File: src/rtl/adc_frame_reader_pkg.sv
// Shared constants, FSM state type and sample conversion for the ADC frame reader.
// Offset-binary to two's complement is a pure MSB inversion.
package adc_rd_pkg;

  localparam int FRAME_LEN = 2176;
  localparam int ADDR_W    = 12;
  localparam int DATA_W    = 14;

  typedef enum logic [1:0] {
    IDLE,
    RD_EVEN,
    RD_ODD,
    DRAIN
  } rd_state_e;

  function automatic logic [DATA_W-1:0] ob_to_tc(input logic [DATA_W-1:0] raw);
    return {~raw[DATA_W-1], raw[DATA_W-2:0]};
  endfunction

endpackage

File: src/rtl/adc_frame_reader_if.sv
// Dual-bank RAM read ports plus the outgoing sample stream (valid/ready).
// master = frame reader, slave = RAMs and downstream consumer.
interface adc_frame_reader_if;

  logic                         RdEnEven;
  logic [adc_rd_pkg::ADDR_W-1:0] RdAddrEven;
  logic [adc_rd_pkg::DATA_W-1:0] RdDataEven;
  logic                         RdEnOdd;
  logic [adc_rd_pkg::ADDR_W-1:0] RdAddrOdd;
  logic [adc_rd_pkg::DATA_W-1:0] RdDataOdd;
  logic [adc_rd_pkg::DATA_W-1:0] OutData;
  logic                         OutValid;
  logic                         OutReady;
  logic                         OutLast;

  modport master (
    output RdEnEven, RdAddrEven, RdEnOdd, RdAddrOdd,
    input  RdDataEven, RdDataOdd,
    output OutData, OutValid, OutLast,
    input  OutReady
  );

  modport slave (
    input  RdEnEven, RdAddrEven, RdEnOdd, RdAddrOdd,
    output RdDataEven, RdDataOdd,
    input  OutData, OutValid, OutLast,
    output OutReady
  );

endinterface

File: src/rtl/adc_frame_reader_sync_fifo_sa.sv
// Show-ahead synchronous FIFO: head visible on dat_o one cycle after push.
// Push while full is accepted only alongside a pop; pop while empty is ignored.
module sync_fifo_sa #(
  parameter  int WIDTH = 15,
  parameter  int DEPTH = 4,
  localparam int PTR_W = $clog2(DEPTH),
  localparam int CNT_W = PTR_W + 1
) (
  input  logic             clk_i,
  input  logic             rst_ni,
  input  logic             push_i,
  input  logic [WIDTH-1:0] dat_i,
  input  logic             pop_i,
  output logic [WIDTH-1:0] dat_o,
  output logic [CNT_W-1:0] count_o,
  output logic             full_o,
  output logic             empty_o
);

  logic [WIDTH-1:0] mem_q [DEPTH];
  logic [PTR_W-1:0] wr_ptr_q, wr_ptr_d;
  logic [PTR_W-1:0] rd_ptr_q, rd_ptr_d;
  logic [CNT_W-1:0] count_q, count_d;
  logic             do_push, do_pop;

  assign empty_o = (count_q == '0);
  assign full_o  = (count_q == CNT_W'(DEPTH));
  assign do_pop  = pop_i && !empty_o;
  assign do_push = push_i && (!full_o || pop_i);

  always_comb begin
    wr_ptr_d = wr_ptr_q + PTR_W'(do_push);
    rd_ptr_d = rd_ptr_q + PTR_W'(do_pop);
    count_d  = count_q + CNT_W'(do_push) - CNT_W'(do_pop);
  end

  always_ff @(posedge clk_i) begin
    if (!rst_ni) begin
      wr_ptr_q <= '0;
      rd_ptr_q <= '0;
      count_q  <= '0;
    end else begin
      wr_ptr_q <= wr_ptr_d;
      rd_ptr_q <= rd_ptr_d;
      count_q  <= count_d;
    end
  end

  always_ff @(posedge clk_i) begin
    if (do_push) mem_q[wr_ptr_q] <= dat_i;
  end

  assign dat_o   = mem_q[rd_ptr_q];
  assign count_o = count_q;

endmodule

File: src/rtl/adc_frame_reader.sv
// Drains one frame from even/odd RAM banks in interleaved order as two's complement samples.
// First sample 3 cycles after FrameReady; reads pause whenever FIFO plus in-flight read would exceed depth.
module adc_frame_reader
  import adc_rd_pkg::*;
#(
  parameter int FIFO_DEPTH = 4
) (
  input  logic               ClockFromADC,
  input  logic               Reset,
  input  logic               FrameReady,
  output logic               Busy,
  output logic               Overrun,
  adc_frame_reader_if.master rd
);

  localparam int CNT_W = $clog2(FIFO_DEPTH) + 1;
  localparam logic [ADDR_W-1:0] LAST_IDX = ADDR_W'(FRAME_LEN - 1);

  rd_state_e         state_q, state_d;
  logic [ADDR_W-1:0] idx_q, idx_d;
  logic [ADDR_W-1:0] addr_even_q, addr_even_d;
  logic [ADDR_W-1:0] addr_odd_q, addr_odd_d;
  logic              inflight_q, sel_odd_q, last_q;
  logic              rd_even, rd_odd, last_issue;

  logic [CNT_W-1:0]  fifo_count;
  logic              fifo_full, fifo_empty, fifo_push, fifo_pop;
  logic [DATA_W:0]   fifo_head, fifo_wdat;
  logic [CNT_W:0]    occupancy;
  logic              room;

  // A read issued last cycle still owns a FIFO slot even though its data hasn't landed.
  assign occupancy = {1'b0, fifo_count} + {{CNT_W{1'b0}}, inflight_q};
  assign room      = (occupancy < (CNT_W + 1)'(FIFO_DEPTH));

  always_comb begin
    state_d    = state_q;
    idx_d      = idx_q;
    rd_even    = 1'b0;
    rd_odd     = 1'b0;
    last_issue = 1'b0;
    case (state_q)
      IDLE: begin
        if (FrameReady) begin
          state_d = RD_EVEN;
          idx_d   = '0;
        end
      end
      RD_EVEN: begin
        if (room) begin
          rd_even = 1'b1;
          state_d = RD_ODD;
        end
      end
      RD_ODD: begin
        if (room) begin
          rd_odd = 1'b1;
          idx_d  = idx_q + ADDR_W'(1);
          if (idx_q == LAST_IDX) begin
            last_issue = 1'b1;
            state_d    = DRAIN;
          end else begin
            state_d = RD_EVEN;
          end
        end
      end
      DRAIN: begin
        if (!inflight_q && (fifo_empty || (fifo_count == CNT_W'(1) && fifo_pop)))
          state_d = IDLE;
      end
      default: state_d = IDLE;
    endcase
  end

  assign addr_even_d = rd_even ? idx_q : addr_even_q;
  assign addr_odd_d  = rd_odd  ? idx_q : addr_odd_q;

  always_ff @(posedge ClockFromADC) begin
    if (!Reset) begin
      state_q     <= IDLE;
      idx_q       <= '0;
      addr_even_q <= '0;
      addr_odd_q  <= '0;
      inflight_q  <= 1'b0;
      sel_odd_q   <= 1'b0;
      last_q      <= 1'b0;
    end else begin
      state_q     <= state_d;
      idx_q       <= idx_d;
      addr_even_q <= addr_even_d;
      addr_odd_q  <= addr_odd_d;
      inflight_q  <= rd_even || rd_odd;
      sel_odd_q   <= rd_odd;
      last_q      <= last_issue;
    end
  end

  assign rd.RdEnEven   = rd_even;
  assign rd.RdAddrEven = addr_even_d;
  assign rd.RdEnOdd    = rd_odd;
  assign rd.RdAddrOdd  = addr_odd_d;

  assign fifo_wdat = {last_q, ob_to_tc(sel_odd_q ? rd.RdDataOdd : rd.RdDataEven)};
  assign fifo_pop  = rd.OutValid && rd.OutReady;
  assign fifo_push = inflight_q && (!fifo_full || fifo_pop);

  sync_fifo_sa #(
    .WIDTH (DATA_W + 1),
    .DEPTH (FIFO_DEPTH)
  ) u_fifo (
    .clk_i   (ClockFromADC),
    .rst_ni  (Reset),
    .push_i  (fifo_push),
    .dat_i   (fifo_wdat),
    .pop_i   (fifo_pop),
    .dat_o   (fifo_head),
    .count_o (fifo_count),
    .full_o  (fifo_full),
    .empty_o (fifo_empty)
  );

  assign rd.OutValid = !fifo_empty;
  assign rd.OutData  = fifo_head[DATA_W-1:0];
  assign rd.OutLast  = fifo_head[DATA_W] && !fifo_empty;

  assign Busy    = (state_q != IDLE);
  assign Overrun = FrameReady && Busy;

endmodule
File: src/flat_wrapper.sv
// flat-port wrapper written by rule: the top's interface ports become plain ports
module adc_frame_reader_flat import adc_rd_pkg::*;
#(
  parameter int FIFO_DEPTH = 4
)
  (ClockFromADC, Reset, FrameReady, Busy, Overrun, rd_RdEnEven, rd_RdAddrEven, rd_RdEnOdd, rd_RdAddrOdd, rd_RdDataEven, rd_RdDataOdd, rd_OutData, rd_OutValid, rd_OutLast, rd_OutReady);
  adc_frame_reader_if rd_i ();
  input  logic ClockFromADC;
  input  logic Reset;
  input  logic FrameReady;
  output logic Busy;
  output logic Overrun;
  output wire logic [$bits(rd_i.RdEnEven)-1:0] rd_RdEnEven;
  output wire logic [$bits(rd_i.RdAddrEven)-1:0] rd_RdAddrEven;
  output wire logic [$bits(rd_i.RdEnOdd)-1:0] rd_RdEnOdd;
  output wire logic [$bits(rd_i.RdAddrOdd)-1:0] rd_RdAddrOdd;
  input wire logic [$bits(rd_i.RdDataEven)-1:0] rd_RdDataEven;
  input wire logic [$bits(rd_i.RdDataOdd)-1:0] rd_RdDataOdd;
  output wire logic [$bits(rd_i.OutData)-1:0] rd_OutData;
  output wire logic [$bits(rd_i.OutValid)-1:0] rd_OutValid;
  output wire logic [$bits(rd_i.OutLast)-1:0] rd_OutLast;
  input wire logic [$bits(rd_i.OutReady)-1:0] rd_OutReady;
  assign rd_RdEnEven = rd_i.RdEnEven;
  assign rd_RdAddrEven = rd_i.RdAddrEven;
  assign rd_RdEnOdd = rd_i.RdEnOdd;
  assign rd_RdAddrOdd = rd_i.RdAddrOdd;
  assign rd_i.RdDataEven = rd_RdDataEven;
  assign rd_i.RdDataOdd = rd_RdDataOdd;
  assign rd_OutData = rd_i.OutData;
  assign rd_OutValid = rd_i.OutValid;
  assign rd_OutLast = rd_i.OutLast;
  assign rd_i.OutReady = rd_OutReady;
  adc_frame_reader #(.FIFO_DEPTH(FIFO_DEPTH)) u_core (.ClockFromADC(ClockFromADC), .Reset(Reset), .FrameReady(FrameReady), .Busy(Busy), .Overrun(Overrun), .rd(rd_i));
endmodule
File: config.mk
export PLATFORM = sky130hd
export DESIGN_NAME = adc_frame_reader_flat
export DESIGN_NICKNAME = d
export VERILOG_FILES = /design/src/rtl/adc_frame_reader_pkg.sv /design/src/rtl/adc_frame_reader_if.sv /design/src/rtl/adc_frame_reader_sync_fifo_sa.sv /design/src/rtl/adc_frame_reader.sv /design/src/flat_wrapper.sv
export SDC_FILE = /design/constraint.sdc
export NUM_CORES = 1
export LEC_CHECK = 0
export BUFFER_PORTS_ARGS = -buffer_cell sky130_fd_sc_hd__buf_2
export CORE_MARGIN = 8
export CORE_UTILIZATION = 56
export DETAILED_ROUTE_END_ITERATION = 10
export GPL_TIMING_DRIVEN = 0
export HOLD_SLACK_MARGIN = 0.15
export PLACE_DENSITY = 0.81
export SETUP_SLACK_MARGIN = 0.3
export SKIP_LAST_GASP = 1
export SLEW_MARGIN = 15
export SYNTH_ARGS = -nofsm -noshare
export SYNTH_HDL_FRONTEND = slang
export SYNTH_SLANG_ARGS = --single-unit
File: constraint.sdc
create_clock -name ClockFromADC -period 3 [get_ports ClockFromADC]
set_input_delay 0.3 -clock ClockFromADC [delete_from_list [all_inputs] [get_ports ClockFromADC]]
set_output_delay 0.3 -clock ClockFromADC [all_outputs]
set_load 0.02 [all_outputs]
After elaboration in Yosys (flattened, before gate mapping)
Memory sizes are Yosys's and may differ from the RTL's. A register that Yosys moved wholly into a read port is not among the register bits. Index checks and enable logic that the tools add are counted.

Mux-type cells: 19. Reduce and logical (&&, ||, !) cells: 21. Add/subtract/negate cells: 6. Bitwise operators: 1. $lt $le $gt $ge: 1. Equal/unequal tests: 10.

Operators with widths (number): $mux 12 (4); $pmux 12 s2 (1); $mux 14 (1); $add 12x1->12 const B (1); $eq 12x12->1 const B (1); $mux 2 (6); $logic_and 1x1->1 (8); $pmux 2 s4 (1); $mux 1 (6); $ne 2x1->1 const B (3); $reduce_and 3->1 (2); $add 2x1->2 (2); $add 3x1->4 (1); $eq 2x2->1 const B (2); $lt 4x3->1 const B (1); $reduce_and 4->1 (1); $reduce_bool 2->1 (2); $add 3x1->3 (1); $eq 3x1->1 const B (1); $eq 3x3->1 const B (1); $logic_not 1->1 (3); $logic_not 3->1 (1); $logic_or 1x1->1 (3); $sub 3x1->3 (1); other kinds (4) (4).

Output and inout bits: 44. Register bits: 48. Logic and storage cells: 69. Bits of input ports: 32. Memories kept: 1. Memory bits (writable): 60.

Memory list: u_core.u_fifo.mem_q (words 4, bits a word 15, read ports 1, clocked after Yosys merged registers in 1, write ports 1, RTL line adc_frame_reader_sync_fifo_sa.sv:20) `logic [WIDTH-1:0] mem_q [DEPTH];`.

Logic depth before layout (Yosys ltp)
Gate-level depths: netlist (run 1).

Depth after elaboration: 8. Depth in mapped cells: 9. Gate-level depth less buffers: 9.

Hierarchy
Synthesis (run 1) repeated with hierarchy kept, for this count alone.

Cells, all modules: 321. Area, all modules: 4608.2 µm².

By module, submodules not included: sync_fifo_sa (times used 1, cells each 118, area each 2561.2 µm², sequential area each 1941.9 µm²); adc_frame_reader (times used 1, cells each 203, area each 2047.0 µm², sequential area each 820.8 µm²).

Least setup slack after synthesis (run 1)
No wires, ideal clock.

Kind: register to register. Start point: reg u_core.u_fifo.count_q[1] (netlist: u_core.u_fifo.count_o[1]). End point: reg u_core.u_fifo.count_q[2] (netlist: u_core.u_fifo.count_o[2]). Path buffers: 0. Path slack: 0.721 ns. Cell stages (with the launch flop): 10. Required time: 2.872 ns. Period minus slack after synthesis: 2.279 ns. Library setup time: 0.128 ns. Arrival: 2.152 ns. Path through: dfxtp_1 or3_2 and2_1 ha_1 inv_1 ha_1 inv_1 fa_1 xnor2_1 nor2_1.

Word-level cells in the longest chain between the ends: 8. Elaborated cells between the ends (all ways): 11. Classes of those cells: 2 x add/sub; 1 x eq/ne; 8 x reduce/logical.

Ends and longest elaborated chain: start: declaration (RTL line adc_frame_reader_sync_fifo_sa.sv:23) `logic [CNT_W-1:0] count_q, count_d;`; start signal: assignment (RTL line adc_frame_reader_sync_fifo_sa.sv:45) `count_q <= count_d;`; $logic_not 3->1 * (RTL line adc_frame_reader_sync_fifo_sa.sv:26) `assign empty_o = (count_q == '0);`; $logic_not 1->1 * (RTL line adc_frame_reader.sv:122) `assign rd.OutValid = !fifo_empty;`; via rd_OutValid (RTL line flat_wrapper.sv:20) `output wire logic [$bits(rd_i.OutValid)-1:0] rd_OutValid;`; $logic_and 1x1->1 (RTL line adc_frame_reader.sv:104) `assign fifo_pop = rd.OutValid && rd.OutReady;`; $logic_or 1x1->1 (RTL line adc_frame_reader_sync_fifo_sa.sv:29, adc_frame_reader.sv:105); $logic_and 1x1->1 (RTL line adc_frame_reader.sv:105) `assign fifo_push = inflight_q && (!fifo_full || fifo_pop);`; $logic_and 1x1->1 (RTL line adc_frame_reader_sync_fifo_sa.sv:29) `assign do_push = push_i && (!full_o || pop_i);`; $add 3x1->3 (RTL line adc_frame_reader_sync_fifo_sa.sv:34) `count_d = count_q + CNT_W'(do_push) - CNT_W'(do_pop);`; $sub 3x1->3 * (RTL line adc_frame_reader_sync_fifo_sa.sv:34).

The timed path passes the listed nets; every way through them passes the cells marked *. A chain may end at the register's enable or synchronous reset.

Worst setup path after layout (run 1)
Start point: reg u_core.u_fifo.count_q[1] (netlist: u_core.u_fifo.count_o[1]). End point: out rd_RdAddrEven[9].

Word-level cells in the longest chain between the ends: 5.

Ends and longest elaborated chain: $add 3x1->4 (RTL line adc_frame_reader.sv:33) `assign occupancy = {1'b0, fifo_count} + {{CNT_W{1'b0}}, inflight_q};`; $lt 4x3->1 (RTL line adc_frame_reader.sv:34) `assign room = (occupancy < (CNT_W + 1)'(FIFO_DEPTH));`; $mux 1 (RTL line adc_frame_reader.sv:50) `if (room) begin`; $mux 1 (RTL line adc_frame_reader.sv:42) `case (state_q)`; $mux 12 (RTL line adc_frame_reader.sv:75) `assign addr_even_d = rd_even ? idx_q : addr_even_q;`; end: declaration (RTL line flat_wrapper.sv:14) `output wire logic [$bits(rd_i.RdAddrEven)-1:0] rd_RdAddrEven;`.

Every way passes these cells.

==> results of run 1 <==
-- power breakdown --
group | internal, W | leakage, nW | switching [W]
sequential | 0.00164 | 0.934 | 0.0000573
clock | 0.000479 | 0.105 | 0.000490
combinational | 0.000388 | 1.10 | 0.000532
-- layout by cell type (no fill, tap or decap), types with 3 or more instances in the layout --
master    count
buf_2        78
a31oi_1       4
clkbuf_8     10
nand2b_1      4
edfxtp_1     60
nand3_1      16
dfxtp_1      47
o21ai_0      24
o21ai_1       5
ha_1          5
xnor2_1       3
mux4_2       15
and3_1        3
nand2_1      33
buf_4         9
clkbuf_1     14
nor2_1       13
a21oi_1      19
inv_1        10
mux2i_1       3
nand4_1      19
mux2_2       25
and2_1        9
-- cell families after synthesis --
logic type	Yosys count
adder cells (fa/ha/maj)	7
buffers and inverters	33
XOR/XNOR	3
flip-flops	108
multiplexers	43
AND/OR/NAND/NOR	112
AO/OA/AOI/OAI	71
-- layer usage --
metal	track usage [%]	vias to the layer above
li1	-	1617
met1	21.8	1670
met2	33.7	124
met3	4.55	14
met4	7.23	0
met5	0	-
-- state kept, by name, summed over array words and instances, names as in the netlist --
register,flops
u_core.u_fifo.rd_ptr_q,2
u_core.sel_odd_q,1
u_core.inflight_q,1
u_core.last_q,1
u_core.addr_even_q,12
u_core.idx_q,12
u_core.u_fifo.mem_q,60
u_core.state_q,2
u_core.u_fifo.count_o,3
u_core.u_fifo.wr_ptr_q,2
u_core.addr_odd_q,12
-- cell type report --
type / instances / area (µm²)
flip-flops and latches: 108 / 2760
fillers: 643 / 2660
multi-input cells: 236 / 1820
repair buffers: 81 / 424
well taps: 105 / 131
clock buffers: 10 / 128
plain buffers: 23 / 120
clock inverters: 6 / 95.1
inverters: 10 / 37.5
-- worst max-delay path, stage by stage (launching register included) --
cell,delay [ns]
dfxtp_2,0.38
ha_2,0.22
or3_4,0.35
o211ai_1,0.19
nand2_1,0.12
buf_4,0.21
mux2_2,0.29
buf_2,0.16
-- stage by stage --
stage                     total power, W  hold slack, ns  setup WS [ns]  instance area (µm²)
after global placement           0.00258           0.439       -0.00771                 5210
final                            0.00358           0.276          0.410                 5520
after global routing             0.00374           0.261          0.298                 5520
after detailed placement         0.00262           0.450          0.296                 5250
after CTS                        0.00358           0.264          0.291                 5490
after floorplan                  0.00235           0.432          0.721                 4700
-- worst paths after layout --
path,startpoint,to,slack [ns],depth (start not counted)
setup / recovery,u_core.u_fifo.count_o[1],rd_RdAddrEven[9],0.41,7
setup reg to reg,u_core.u_fifo.count_o[2],u_core.u_fifo.count_o[2],0.62,9
hold / removal,rd_RdDataEven[10],u_core.u_fifo.mem_q[2][10],0.28,2
hold reg to reg,u_core.addr_even_q[6],u_core.addr_even_q[6],0.46,2
-- what timing repair did --
| action | CTS | global route |
|---|---|---|
| gates cloned | 0 | 0 |
| endpoints found under the setup margin | 18 | 30 |
| pin swaps | 1 | 0 |
| setup buffers | 1 | 2 |
| gates resized for setup | 3 | 12 |
==> impl_metrics.toml, run 1 <==
[sta]
fmax_mhz = 386
finalSetupTns_ns = 0
tightest_slew_ns = 0.804
rsz0062_at_grt = "yes"
relSlewSlack_pct = 46.4
skew_ns = 0.0118
drv_slew = 0
setup_violations = 0
hold_viol = 0
finalCritPeriodShare_pct = 86.3
finalCriticalPeriod_ns = 2.59

[floorplanning]
start_util_pct = 57.5
core_mm2 = 0.00818
rows = 33
num_io_pins = 76
fp.dieArea_mm2 = 0.0116
die_w_um = 108
die_h_um = 108

[routing]
wirelength_mm = 10.6
postRouteAntennaNets = 0
wl_met3_um = 662
wl_per_cell_um = 18.3
vias = 3425
vias_per_cell = 5.92
wl_met2_mm = 5.39
wl_met1_mm = 4.38
dr.max_layer_used = "met4"
drt_iter0_markers = 158
drc_errors = 0
first_pass_iters = 4

[synth]
yosys.area_share.simple_pct = 12.6
synth_most_common_cell = "edfxtp_1"
yosysWarnings = 0
synth_top_cell_by_area = "edfxtp_1"
ys_seq_area_share_pct = 58.7
synth_mux_area_share_pct = 13.8
synth_area_leaders = "edfxtp_1 (38%), dfxtp_1 (20%), mux4_2 (7.2%)"
async_flop_share_pct = 0
synthAdderAreaFrac_pct = 2.02
synthFlopType = "edfxtp_1"
synthTopCellsByCount = "edfxtp_1 (60), dfxtp_1 (48), nand2_1 (33)"
synth_top_area_share_pct = 38.3
synth_edf_count = 60
syn_nets = 416
synth_compound_area_share_pct = 9.20
syn_area_mm2 = 0.00470
synth.avg_cell_area_um2 = 12.5
synth_top_family_by_area = "multiplexers"
synth-seq-cells = 108
synth_cell_types = 49
synthXorXnorAreaFrac_pct = 0.559
synthCells = 377

[critical_path]
cp-end-kind = "output pin"
worstPathMaxFanout = 10
crit_type = "reg2out"
worstSetupStartpointType = "register"
crit_required_ns = 2.70
critPathArrivalTime_ns = 2.29

[place]
placed_cells = 560
portBuffers = 75
gp_congestion = 0.921
hpwl_mm = 7.64

[cells_and_area]
nets = 508
fin_cells = 579
areaGrowthSynthToFinish_pct = 17.3
utilization_pct = 67.5
diodes = 0
drive_gt1_share_pct = 33.3

[clock_tree]
cts_tree = "built"
cts_hold_buf = 0
root_buffer = "clkbuf_8"
cts_buffer_depth = 2
clock_latency_ns = 0.37
cts_sinks = 108
clkTransAtPathRegs_ns = 0.10
h-tree-depth = 3
cts_buffers = 9

[power]
leakagePower_nw = 2.14
peakVddDrop_mv = 0.289
pwr_density_cell_mw_per_mm2 = 649

[run]
maxCapViolations = 0

[global_routing]
grt_max_degree = 19
antenna_found_initial = 0
grt_pass1_wl_mm = 17.5
overflow = 0
grt_pass1_vias = 3574
grt_util_all_layers_pct = 19.1

[min_path]
hp-class = "in2reg"

[outcome]
outcome = "finished, final reports clean"
Power figures use the tool's default switching activity.
==> run 2, diff against run 1 <==
- SYNTH_HIERARCHICAL: unset -> 1
==> run 2 against run 1 <==
Compared with the run above: area after synthesis down 2.0%; total power down 4.6%; setup slack better by 0.080 ns; global-route usage down 2.6 points; maximum frequency up 3.2%; critical endpoint is now u_core/u_fifo/count_o[2].
==> impl_metrics.toml, run 2 <==
[floorplanning]
rows = 33
start_util_pct = 56.9
die_w_um = 107
die_h_um = 107
core_mm2 = 0.00809
num_io_pins = 76
fp.dieArea_mm2 = 0.0114

[global_routing]
grt_max_degree = 20
globalRoute.busiestLayer = "met2"
overflow = 0
antenna_found_initial = 0
grt_pass1_wl_mm = 14.9
globalRouteMet3Util_pct = 3.78
grt_pass1_vias = 3034
gr-usage-met1_pct = 20.6
grtUsageMet2_pct = 27.4
grt_util_all_layers_pct = 16.5

[place]
gp_congestion = 0.828
hpwl_mm = 6.51
portBuffers = 75

[sta]
fmax_mhz = 398
tightest_slew_ns = 0.899
setup_violations = 0
rsz0062_at_grt = "no"
skew_ns = 0.0144
fin_hold_ws_ns = 0.270
hold_viol = 0
relSlewSlack_pct = 40.0
finalCriticalPeriod_ns = 2.51
drv_slew = 0
finalCritPeriodShare_pct = 83.7

[clock_tree]
cts_buffers = 9
cts_sinks = 108
h-tree-depth = 3
cts_buffer_depth = 2
root_buffer = "clkbuf_8"
clock_latency_ns = 0.36
cts_hold_buf = 0
clkTransAtPathRegs_ns = 0.10
cts_setup_buffers = 0
cts_tree = "built"

[critical_path]
cp-end-kind = "register"
reg2reg_from = "u_core/u_fifo/count_o[1]"
slowest_delay_ns = 0.49
worstPathCellList = "nor3_2 -> nor2b_2 -> nor2b_1 -> nor2_2 -> or2_1 -> nand2_1 -> ha_1 -> fa_1 -> xor2_1 -> xnor2_1 -> and2_1"
worstPathMaxFanout = 11
crit_type = "reg2reg"
cp_slowest_cell = "dfxtp_2"
path_delay_family = "simple AND/OR/NAND/NOR gates"
worstSetupStartpoint = "u_core/u_fifo/count_o[1]"
crit_buf_inv = 0
worstSetupStartpointType = "register"
critPathArrivalTime_ns = 2.77
crit_required_ns = 3.26

[routing]
wl_per_cell_um = 17.8
drt_iter0_markers = 125
wirelength_mm = 9.18
first_pass_iters = 6
vias = 2886
vias_per_cell = 5.58
postRouteAntennaNets = 0
drc_errors = 0

[power]
leakagePower_nw = 2.10
p_total_w = 0.00342
peakVddDrop_mv = 0.314
pwr_density_cell_mw_per_mm2 = 636

[synth]
synth_edf_count = 60
synthTopCellsByCount = "edfxtp_1 (60), dfxtp_1 (48), and2_1 (32)"
async_flop_share_pct = 0
syn_area_mm2 = 0.00461
synthFlopType = "edfxtp_1"
ys_seq_area_share_pct = 60.0
syn_nets = 357
synthCells = 321
synth.avg_cell_area_um2 = 14.4
synth-seq-cells = 108
synth_cell_types = 54
synth_area_leaders = "edfxtp_1 (39%), dfxtp_1 (21%), mux2_2 (7.6%)"
synth_top_cell_by_area = "edfxtp_1"
yosysWarnings = 6
synth_most_common_cell = "edfxtp_1"
synth_top_area_share_pct = 39.1

[run]
maxCapViolations = 0

[cells_and_area]
final_common_cell = "buf_2"
regMostFlops = "u_core/u_fifo/mem_q"
mostFrequentLayoutCells = "buf_2 (81), edfxtp_1 (60), dfxtp_1 (45), and2_1 (32), mux2_2 (31)"
areaGrowthSynthToFinish_pct = 16.6
drive_gt1_share_pct = 40.8
diodes = 0
nets = 443
largest_reg_flops = 60

[outcome]
outcome = "finished, final reports clean"

[min_path]
min_from = "Reset"
hp-class = "in2reg"
[run 2: cell types whose count changed after synthesis, moves of 5 or more]
cell      previous run  this run
a21oi_1             19        11
nand3_1             16        10
mux2_2              25        31
or4_1                1         6
o31ai_1              2         7
nor2_1              13         7
o21ai_0             29         3
clkbuf_1            14         4
and2_1               9        32
nand2_1             33         7
mux2_1               0         5
nand4_1             19         1
[run 2: cell families (layout without fill, tap and decap cells)]
logic type | count (synthesis) | after routing | synth area share, %
and+or+nand+nor | 90 | 90 | 11.9
xor gates and xnor gates | 7 | 7 | 1.33
muxes | 53 | 53 | 16.7
DFF | 108 | 108 | 60.0
adders and majority gates | 4 | 4 | 1.25
buffers and inverters | 26 | 117 | 3.29
AOI/OAI and AO/OA | 33 | 33 | 5.65
[run 2: layout make-up]
cell class	instances	area (µm²)
fillers	598	2720
flip-flops and latches	108	2770
clock inverters	6	78.8
multi-input cells	187	1740
inverters	11	41.3
repair buffers	75	375
plain buffers	15	110
clock buffers	10	128
well taps	105	131
[run 2: final timing paths]
path                                              endpoint  slack [ns]  cells past startpoint
worst max-delay path              u_core/u_fifo/count_o[2]        0.49                     11
worst min-delay path              u_core/u_fifo/count_o[2]        0.27                      2
worst max register to register    u_core/u_fifo/count_o[2]        0.49                     11
worst min register to register  u_core/u_fifo/mem_q[1][14]        0.51                      0
[run 2: per-stage QoR]
step           worst slack, ns  setup TNS, ns  instances  util (%)  cell area [µm²]
2_1_floorplan            0.418              0        321         -             4620
3_3_place_gp           -0.0843          -2.51        501      63.4             5130
3_5_place_dp            0.0782              0        501      63.7             5150
4_1_cts                  0.392              0        517      66.3             5360
5_1_grt                  0.374              0        517      66.4             5370
6_report                 0.490              0        517      66.4             5370
[run 2: routing by layer]
layer / up-vias / wire length (µm)
li1: 1367 / -
met2: 71 / 4720
met3: 7 / 406
met5: - / 0
met4: 0 / 72
met1: 1441 / 3990
[run 2: report_power, final]
group          internal, W  leakage (nW)  switching, W
Combinational     0.000323          1.06      0.000440
Clock             0.000406         0.105      0.000503
Sequential         0.00166         0.932     0.0000829
[run 2: what timing repair did]
action | in CTS | in global routing
pin swaps | 0 | 0
setup endpoints to repair | 61 | 1
resized for setup | 4 | 2
